<file path="config.mk">
export PLATFORM = sky130hd
export DESIGN_NAME = cla_pipe_adder
export DESIGN_NICKNAME = d
export VERILOG_FILES = /design/src/rtl/cla_pipe_adder_pkg.sv /design/src/rtl/cla_group.sv /design/src/rtl/cla_pipe_adder.sv
export SDC_FILE = /design/constraint.sdc
export NUM_CORES = 1
export LEC_CHECK = 0
export ABC_AREA = 1
export BUFFER_PORTS_ARGS = -buffer_cell sky130_fd_sc_hd__buf_2
export CAP_MARGIN = 20
export CORE_MARGIN = 3
export CORE_UTILIZATION = 55
export CTS_CLUSTER_DIAMETER = 80
export CTS_CLUSTER_SIZE = 24
export DETAILED_ROUTE_END_ITERATION = 8
export GPL_TIMING_DRIVEN = 0
export PLACE_DENSITY = 0.76
export SYNTH_ARGS = -nofsm -noshare
export SYNTH_HDL_FRONTEND = slang
export SYNTH_SLANG_ARGS = --single-unit
</file>
<file path="constraint.sdc">
create_clock -name clk -period 3.3 [get_ports clk]
set_input_delay 0.165 -clock clk [delete_from_list [all_inputs] [get_ports clk]]
set_output_delay 0.165 -clock clk [all_outputs]
set_load 0.005 [all_outputs]
</file>
<file path="src/rtl/cla_pipe_adder_pkg.sv">
// Shared constants and elaboration-time checks for the pipelined lookahead adder.
package cla_pipe_adder_pkg;

   localparam int DEF_WIDTH = 16;
   localparam int DEF_BLOCK = 4;

   // True when the operand width splits into a whole number of lookahead groups.
   function automatic bit width_ok(input int width, input int block);
      return (block > 0) && (width >= block) && ((width % block) == 0);
   endfunction

endpackage

</file>
<file path="src/rtl/cla_group.sv">
// One BLOCK-bit carry-lookahead group: generate/propagate with every internal
// carry expanded into sum-of-products form, so no carry ripples inside the group.
module cla_group
   import cla_pipe_adder_pkg::*;
#(
   parameter int BLOCK = DEF_BLOCK
) (
   input  logic [BLOCK-1:0] a,
   input  logic [BLOCK-1:0] b,
   input  logic             cin,
   output logic [BLOCK-1:0] sum,
   output logic             cout,
   output logic             cmsb
);

   logic [BLOCK-1:0] g;
   logic [BLOCK-1:0] p;
   logic [BLOCK:0]   carry;
   logic             term;

   assign g = a & b;
   assign p = a ^ b;

   // Lookahead carries: c[i+1] = OR_j (g[j] & p[j+1..i]) | (cin & p[0..i]).
   always_comb begin
      // NOTE: combinational logic uses blocking assignments, and every variable gets a default first so no latch is inferred.
      carry    = '0;
      term     = 1'b0;
      carry[0] = cin;
      for (int i = 0; i < BLOCK; i++) begin
         carry[i+1] = cin;
         for (int j = 0; j <= i; j++) begin
            carry[i+1] = carry[i+1] & p[j];
         end
         for (int j = 0; j <= i; j++) begin
            term = g[j];
            for (int m = j + 1; m <= i; m++) begin
               term = term & p[m];
            end
            carry[i+1] = carry[i+1] | term;
         end
      end
   end

   assign sum  = p ^ carry[BLOCK-1:0];
   assign cout = carry[BLOCK];
   assign cmsb = carry[BLOCK-1];

endmodule

</file>
<file path="src/rtl/cla_pipe_adder.sv">
// Carry-pipelined lookahead adder/subtractor on a valid/ready stream. Stage k
// resolves group k and registers the group carry into stage k+1; the whole
// pipeline advances together whenever the output register is free or drained.
module cla_pipe_adder
   import cla_pipe_adder_pkg::*;
#(
   parameter int WIDTH = DEF_WIDTH,
   parameter int BLOCK = DEF_BLOCK
) (
   input  logic             clk,
   input  logic             rst,
   input  logic             in_valid,
   output logic             in_ready,
   input  logic [WIDTH-1:0] a,
   input  logic [WIDTH-1:0] b,
   input  logic             cin,
   input  logic             sub,
   output logic             out_valid,
   input  logic             out_ready,
   output logic [WIDTH-1:0] sum,
   output logic             cout,
   output logic             ovf
);

   localparam int NSTAGES = WIDTH / BLOCK;

   if (!width_ok(WIDTH, BLOCK)) begin : g_bad_width
      $error("cla_pipe_adder: WIDTH must be a non-zero multiple of BLOCK");
   end

   logic                 adv;
   logic [NSTAGES-1:0]   st_valid;
   logic [NSTAGES-1:0]   st_carry;
   logic [WIDTH-1:0]     st_a    [NSTAGES];
   logic [WIDTH-1:0]     st_b    [NSTAGES];
   logic [WIDTH-1:0]     st_sum  [NSTAGES];
   logic [WIDTH-1:0]     grp_sum;
   logic [NSTAGES-1:0]   grp_cout;
   logic                 grp_cmsb [NSTAGES];
   logic [WIDTH-1:0]     res_sum [NSTAGES];

   // The pipeline moves as a unit: it advances unless a result is stuck at the output.
   assign adv      = ~out_valid | out_ready;
   assign in_ready = adv;

   for (genvar k = 0; k < NSTAGES; k++) begin : g_stage
      cla_group #(.BLOCK(BLOCK)) u_group (
         .a    (st_a[k][k*BLOCK +: BLOCK]),
         .b    (st_b[k][k*BLOCK +: BLOCK]),
         .cin  (st_carry[k]),
         .sum  (grp_sum[k*BLOCK +: BLOCK]),
         .cout (grp_cout[k]),
         .cmsb (grp_cmsb[k])
      );
   end

   // Merge each stage's freshly resolved group into the sum bits it carries forward.
   always_comb begin
      for (int k = 0; k < NSTAGES; k++) begin
         res_sum[k]                    = st_sum[k];
         res_sum[k][k*BLOCK +: BLOCK]  = grp_sum[k*BLOCK +: BLOCK];
      end
   end

   // Control and output registers: valid bits and reported results, cleared by rst.
   always_ff @(posedge clk) begin
      // NOTE: sequential state uses non-blocking assignments so every register samples pre-edge values.
      if (rst) begin
         st_valid  <= '0;
         out_valid <= 1'b0;
         sum       <= '0;
         cout      <= 1'b0;
         ovf       <= 1'b0;
      end else if (adv) begin
         st_valid[0] <= in_valid;
         for (int k = 1; k < NSTAGES; k++) begin
            st_valid[k] <= st_valid[k-1];
         end
         out_valid <= st_valid[NSTAGES-1];
         if (st_valid[NSTAGES-1]) begin
            sum  <= res_sum[NSTAGES-1];
            cout <= grp_cout[NSTAGES-1];
            ovf  <= grp_cmsb[NSTAGES-1] ^ grp_cout[NSTAGES-1];
         end
      end
   end

   // Datapath registers: operands, carries and partial sums shift with the valid bits.
   always_ff @(posedge clk) begin
      // NOTE: datapath registers have no reset; their contents are only observed behind a valid bit.
      if (adv) begin
         st_a[0]     <= a;
         st_b[0]     <= sub ? ~b : b;
         st_carry[0] <= sub ? 1'b1 : cin;
         st_sum[0]   <= '0;
         for (int k = 1; k < NSTAGES; k++) begin
            st_a[k]     <= st_a[k-1];
            st_b[k]     <= st_b[k-1];
            st_carry[k] <= grp_cout[k-1];
            st_sum[k]   <= res_sum[k-1];
         end
      end
   end

endmodule

</file>
==> results of run 1 <==
worst max-delay path, delay by kind of cell (launching register included):
family	cells	cell delay, ns
buffers and inverters	3	0.78
flip-flops	1	0.30
AND/OR/NAND/NOR	1	0.08
kinds of logic (layout without fill, tap and decap cells):
logic type | count (synthesis) | count (layout)
fa+ha+maj | 24 | 24
compound gates | 31 | 31
buf+inv | 17 | 142
xor+xnor | 27 | 27
flops | 131 | 131
simple gates | 65 | 65
per-layer routing:
metal  vias to the layer above  wire [um]
met5                         -          0
met4                         0        104
met3                        10        313
met2                        61       3500
met1                      1166       2970
li1                       1282          -
area by class of cell:
class | count | share of cell area, %
multi-input combinational | 147 | 17.7
inverter | 11 | 0.817
tap | 105 | 2.09
clock buffer | 17 | 6.59
sequential | 131 | 59.0
buffer | 6 | 0.757
timing repair buffer | 93 | 10.6
clock inverter | 15 | 2.49
cell usage after synthesis (2+ instances only):
cell / instances
a211oi_1: 2
fa_1: 4
ha_1: 20
edfxtp_1: 108
o21ai_0: 4
nand4_1: 3
a21oi_1: 8
nand3_1: 2
a21oi_2: 11
nand2_1: 37
xor2_1: 26
dfxtp_1: 23
nand2_2: 11
buf_4: 2
nor2_4: 2
inv_1: 9
a21o_1: 6
nor2_1: 6
worst max-delay path by stage:
stage	from	to	slack (ns)	cells past startpoint
after floorplan	out_valid	st_a[0][0]	0.19	3
after global placement	out_valid	in_ready	-0.57	4
after detailed placement	st_b[1][4]	st_carry[2]	1.48	6
after CTS	out_valid	in_ready	1.42	4
after global routing	out_valid	in_ready	1.33	4
final	out_valid	in_ready	1.45	4
power by group:
group	leakage, nW	internal [mW]	switching (mW)
sequential	1.33	2.04	0.0682
combinational	0.953	0.141	0.131
clock	0.271	1.08	0.678
total	2.55	3.26	0.877
sequential cells by signal (all words and copies together) (netlist names):
name,count
st_b,40
st_sum,24
out_valid,1
st_valid,4
st_carry,4
ovf,1
sum,16
st_a,40
cout,1
==> out/summary.txt, run 1 <==
top cell type by total area after synthesis: edfxtp_1
die span in y: 100 um
clk root buf: clkbuf_8
Hold WS: 0.123 ns
DR DRC count: 0
grt ovf: 0
Max-Cap Viols: 0
maximum number of pins on one net before global-route repair: 61
Area growth syn-to-layout: 28.0%
Post-Synth XOR/XNOR Area: 4.82%
Worst EP arrival: 1.69 ns
Crit-path slowest cell: inv_4
CP peak stage delay: 0.46 ns
CTS Buf Count: 17
CTS tree: built
global-route usage over all layers: 15.4%
Initial DRT Pass Iterations: 6
dpl cell area: 0.00535 sq mm
Finished Cell Area: 0.00628 sq mm
DR vias: 2519
Slew Limit Fails: 0
grt met3 use: 4.91%
Initial DRC Count: 101
GR Layer Usage met1: 17.6%
number of gates resized after CTS: 0
CTS sink cnt: 131
share of flip-flops with an asynchronous set or reset: 0%
busiest grt layer: met2
Fin. Hold Viols: 0
combinational family with the most area after synthesis: adder cells
#FFs+latches synth: 131
number of global-route vias before repair: 2669
Compound-Gate Fraction of Synth Area: 4.41%
cell area power density: 658 mW/mm^2
adder-cell share of the synthesized area: 6.73%
Mean Syn Cell Area: 16.6 sq um
Placer Congestion: 0.710
Area contributors post-synth: edfxtp_1 66%, dfxtp_1 9.4%, ha_1 5.1%
Hold Crit Depth: 2
Ports: 58
IO Port Bufs: 56
min Tclk post-route: 1.85 ns
WS Path Type: flop to output port
period utilization: 56.2%
Clock Latency Late Sink: 0.50 ns
met2 usage: 26.0%
HP Start: sub
area occupied by multi-input gates: 0.00111 sq mm
die area: 0.0101 sq mm
Seq/Total Area, Yosys: 75.4%
mux cell area share after synthesis: 0%
Netlist cell types: 29
worst endpoint required time: 3.13 ns
clk_skew: 0.00754 ns
mapped cell area: 0.00491 sq mm
diode count: 0
first-pass GRT wire length: 11800 um
Worst-Margin Slew: 0.652 ns
H-tree Lvls: 4
hold path endpoint: st_b[0][3]
CP startpoint kind: flop
most common cell after layout, fill and taps aside: edfxtp_1
maximum VDD drop: 0.000535 V
final setup fails: 0
P_leak: 2.55 nW
Yosys warnings: 0
postcts setup bufs: 0
most frequent cells in the layout: 108 x edfxtp_1, 57 x buf_2, 37 x nand2_1
WL per Instance: 13.1 um
final setup margin: 1.45 ns
Detail Route Antenna Nets: 0
top_reg_cell synth: edfxtp_1
clock slew at reported path FFs: 0.06 ns
CP Max Fanout: 54
Clock Path Buffers: 2
CP cell instances: inv_1 > nor2_4 > inv_4 > buf_2
CORE AREA: 0.00842 sq mm
R2R Setup Slk: 1.47 ns
Avg Vias per Cell: 4.80
overall power: 4.13 mW
Rows: 33
Post-synth EDFFs: 108
RSZ-0062 raised after global routing: no
Initial Utilization: 58.3%
DP Cell Count: 457
Synth Area in Simple Gates: 6.65%
register area: 0.00370 sq mm
Syn Inst Count: 295
worst hold path type: input port to flop
CTS Hold Bufs: 36
Worst R2R End: st_carry[2]
die width: 100 um
Reg-to-Reg Start: st_b[1][4]
status: finished, final reports clean
Setup TNS: 0 ns
filler instances: 513
Worst Setup End Kind: output port
Non-Filler Instances: 525
fmax: 0.539 GHz
syn nets: 357
reg2reg path depth: 6
Nets: 469
drt total wl: 6890 um
layout cell share with drive strength beyond 1: 28.8%
area share of the largest cell type after synthesis: 66.1%
initial antenna violation count: 0
Slew HR: 56.5%
Place WS: 1.48 ns
Final Core Density: 74.6%
Detailed Place HPWL: 4020 um
Note: power is estimated with default switching activity, not from simulation.
==> run 2: changes to the inputs <==
Settings changed: CORE_UTILIZATION 55 to 52, PLACE_DENSITY 0.76 to 0.75.
Clock period 3.3 ns to 1.6 ns, I/O delays scaled along.
==> run 2 against run 1 <==
Effect of this change: the run now ends with negative setup slack left; sequential share of layout area decreased by 1.6 points; total power grew 100%; routed wire length up 12%; first-iteration DRC count fell by 13%; register-to-register slack lost 1.6 ns; final cell count is 4.0% higher; clock skew rose by 0.0029 ns; sequential cell count unchanged; combinational power grew to 2.5 times the previous value; sequential power rose by 110%; highest routed layer unchanged; clock-buffer cell count up 1.
==> out/summary.txt, run 2 (synthesis gave the netlist of run 1 again) <==
hold path endpoint: st_carry[0] (was st_b[0][3])
global-route usage over all layers: 16.2% (was 15.4%)
Clock Path Buffers: 2 (unchanged)
H-tree Lvls: 4 (unchanged)
layout cell share with drive strength beyond 1: 34.2% (was 28.8%)
CORE AREA: 0.00893 sq mm (was 0.00842 sq mm)
DR DRC count: 0 (unchanged)
number of global-route vias before repair: 2595 (was 2669)
Int Power: 6.61 mW (was 3.26 mW)
WL per Instance: 14.2 um (was 13.1 um)
Sw Share: 21.7% (was 21.2%)
Setup TNS: -0.407 ns (was 0 ns)
Worst EP arrival: 1.94 ns (was 1.69 ns)
Worst Setup End Kind: flop (was output port)
CP Max Fanout: 2 (was 54)
Reg-to-Reg Start: st_b[0][0] (was st_b[1][4])
CTS Buf Count: 17 (unchanged)
final setup margin: -0.0812 ns (was 1.45 ns)
Psw: 1.83 mW (was 0.877 mW)
HP Start: sub (unchanged)
Avg Vias per Cell: 4.75 (was 4.80)
P_leak: 2.63 nW (was 2.55 nW)
Clock Latency Late Sink: 0.51 ns (was 0.50 ns)
Initial DRT Pass Iterations: 6 (unchanged)
CP startpoint kind: flop (unchanged)
Initial DRC Count: 88 (was 101)
Hold Crit Depth: 2 (unchanged)
status: complete, but fails checks (was finished, final reports clean)
Detailed Place HPWL: 4200 um (was 4020 um)
most frequent cells in the layout: 108 x edfxtp_1, 57 x buf_2, 35 x nand2_1, 35 x dlygate4sd3_1, 26 x xor2_1 (was 108 x edfxtp_1, 57 x buf_2, 37 x nand2_1)
grt ovf: 0 (unchanged)
fmax: 0.595 GHz
Top Registers: st_a (40), st_b (40), st_sum (24) (unchanged)
RSZ-0062 raised after global routing: yes (was no)
drt total wl: 7750 um (was 6890 um)
final setup fails: 7 (was 0)
first-pass GRT wire length: 12400 um (was 11800 um)
Detail Route Antenna Nets: 0 (unchanged)
Slew HR: 57.3% (was 56.5%)
CTS sink cnt: 131 (unchanged)
Worst R2R End: st_carry[1] (was st_carry[2])
die width: 103 um (was 100 um)
Initial Utilization: 55.0% (was 58.3%)
worst endpoint required time: 1.86 ns (was 3.13 ns)
Reg power frac: 51.5% (was 50.9%)
Ports: 58 (unchanged)
die span in y: 103 um (was 100 um)
Rows: 34 (was 33)
Clk pwr share: 40.3% (was 42.5%)
period utilization: 105%
clk_skew: 0.0105 ns (was 0.00754 ns)
Max-Cap Viols: 0 (unchanged)
WS Path Type: flop to flop (was flop to output port)
dpl cell area: 0.00538 sq mm (was 0.00535 sq mm)
cell area power density: 1310 mW/mm^2 (was 658 mW/mm^2)
failing checks: negative setup slack
min Tclk post-route: 1.68 ns
reg2reg path depth: 6 (unchanged)
IO Port Bufs: 56 (unchanged)
R2R Setup Slk: -0.08 ns (was 1.47 ns)
Placer Congestion: 0.691 (was 0.710)
Finished Cell Area: 0.00646 sq mm (was 0.00628 sq mm)
diode count: 0 (unchanged)
Worst-Margin Slew: 0.640 ns (was 0.652 ns)
die area: 0.0106 sq mm (was 0.0101 sq mm)
worst hold path type: input port to flop (unchanged)
clk root buf: clkbuf_8 (unchanged)
maximum VDD drop: 0.000802 V (was 0.000535 V)
filler instances: 539 (was 513)
most common cell after layout, fill and taps aside: edfxtp_1 (unchanged)
Area growth syn-to-layout: 31.7% (was 28.0%)
Slew Limit Fails: 0 (unchanged)
Fin. Hold Viols: 0 (unchanged)
DR vias: 2596 (was 2519)
maximum number of pins on one net before global-route repair: 49 (was 61)
clock slew at reported path FFs: 0.06 ns (about the same)
Comb pwr share: 8.2% (was 6.6%)
Nets: 488 (was 469)
initial antenna violation count: 0 (unchanged)
CTS tree: built (unchanged)
Critical Path Source: st_b[0][0] (was out_valid)
run 2: changes by cell type in the layout (fill, tap and decap cells not counted), moves of 3 or more:
cell	before	now
buf_12	1	4
ha_1	20	15
ha_2	0	3
inv_6	4	1
buf_4	2	18
o21ai_0	4	1
run 2: per-stage QoR:
step | power [mW] | utilization [%] | hold WS (ns) | instances | worst slack, ns
2_1_floorplan | 4.73 | - | 0.158 | 295 | -1.11
3_3_place_gp | 4.87 | 59.7 | 0.257 | 459 | -1.67
3_5_place_dp | 4.92 | 60.2 | 0.258 | 461 | -0.385
4_1_cts | 8.45 | 71.3 | 0.00335 | 540 | -0.0984
5_1_grt | 8.83 | 72.4 | 0.0290 | 546 | -0.155
6_report | 8.44 | 72.4 | 0.0400 | 546 | -0.0812
run 2: worst max path at each step:
| stage | endpoint | slack [ns] | cells after the start |
|---|---|---|---|
| CTS | st_carry[1] | -0.1 | 6 |
| global route | st_sum[3][11] | -0.16 | 6 |
| floorplan | st_a[0][0] | -1.11 | 3 |
| detailed placement | st_carry[0] | -0.38 | 4 |
| global placement | st_a[0][1] | -1.67 | 3 |
| finish | st_carry[1] | -0.08 | 6 |
run 2: area by class of cell:
cell class                      instances  area (sq um)  area share [%]
Timing Repair inverter                  1          7.51           0.116
Clock buffer                           18           418            6.47
Inverter                               11          52.6           0.813
Multi-Input combinational cell        147          1160            18.0
Sequential cell                       131          3700            57.3
Clock inverter                         13           114            1.76
Tap cell                              108           135            2.09
Buffer                                  6          47.5           0.736
Timing Repair Buffer                  111           822            12.7
run 2: timing repair:
item / CTS / global route
gates resized for setup: 1 / 9
pin swaps: 8 / 3
hold buffers: 35 / 0
cloned: 1 / 0
endpoints found under the hold margin: 37 / 0
endpoints found under the setup margin: 121 / 13
buffers inserted: 12 / 6
run 2: power groups by stage:
stage	Clock (mW)	Sequential, mW	Combinational, mW
after floorplan	0	4.37	0.359
after global placement	0	4.39	0.476
after detailed placement	0	4.41	0.503
after CTS	3.48	4.35	0.623
after global routing	3.67	4.38	0.775
final	3.41	4.34	0.692
run 2: worst max-delay path: stages (launching register included):
cell and delay, ns:
edfxtp_1 0.43, ha_4 0.28, ha_4 0.16, o21ai_2 0.13, nand2_2 0.09, a21o_1 0.19, a21o_1 0.16
run 2: routing by layer:
layer / part of all wire (%) / up-vias / global-route usage, %
met5: 0 / - / 0
met4: 2.3 / 0 / 7.27
met3: 5.5 / 16 / 6.64
met2: 52 / 69 / 27.0
met1: 40 / 1196 / 18.3
li1: - / 1315 / -
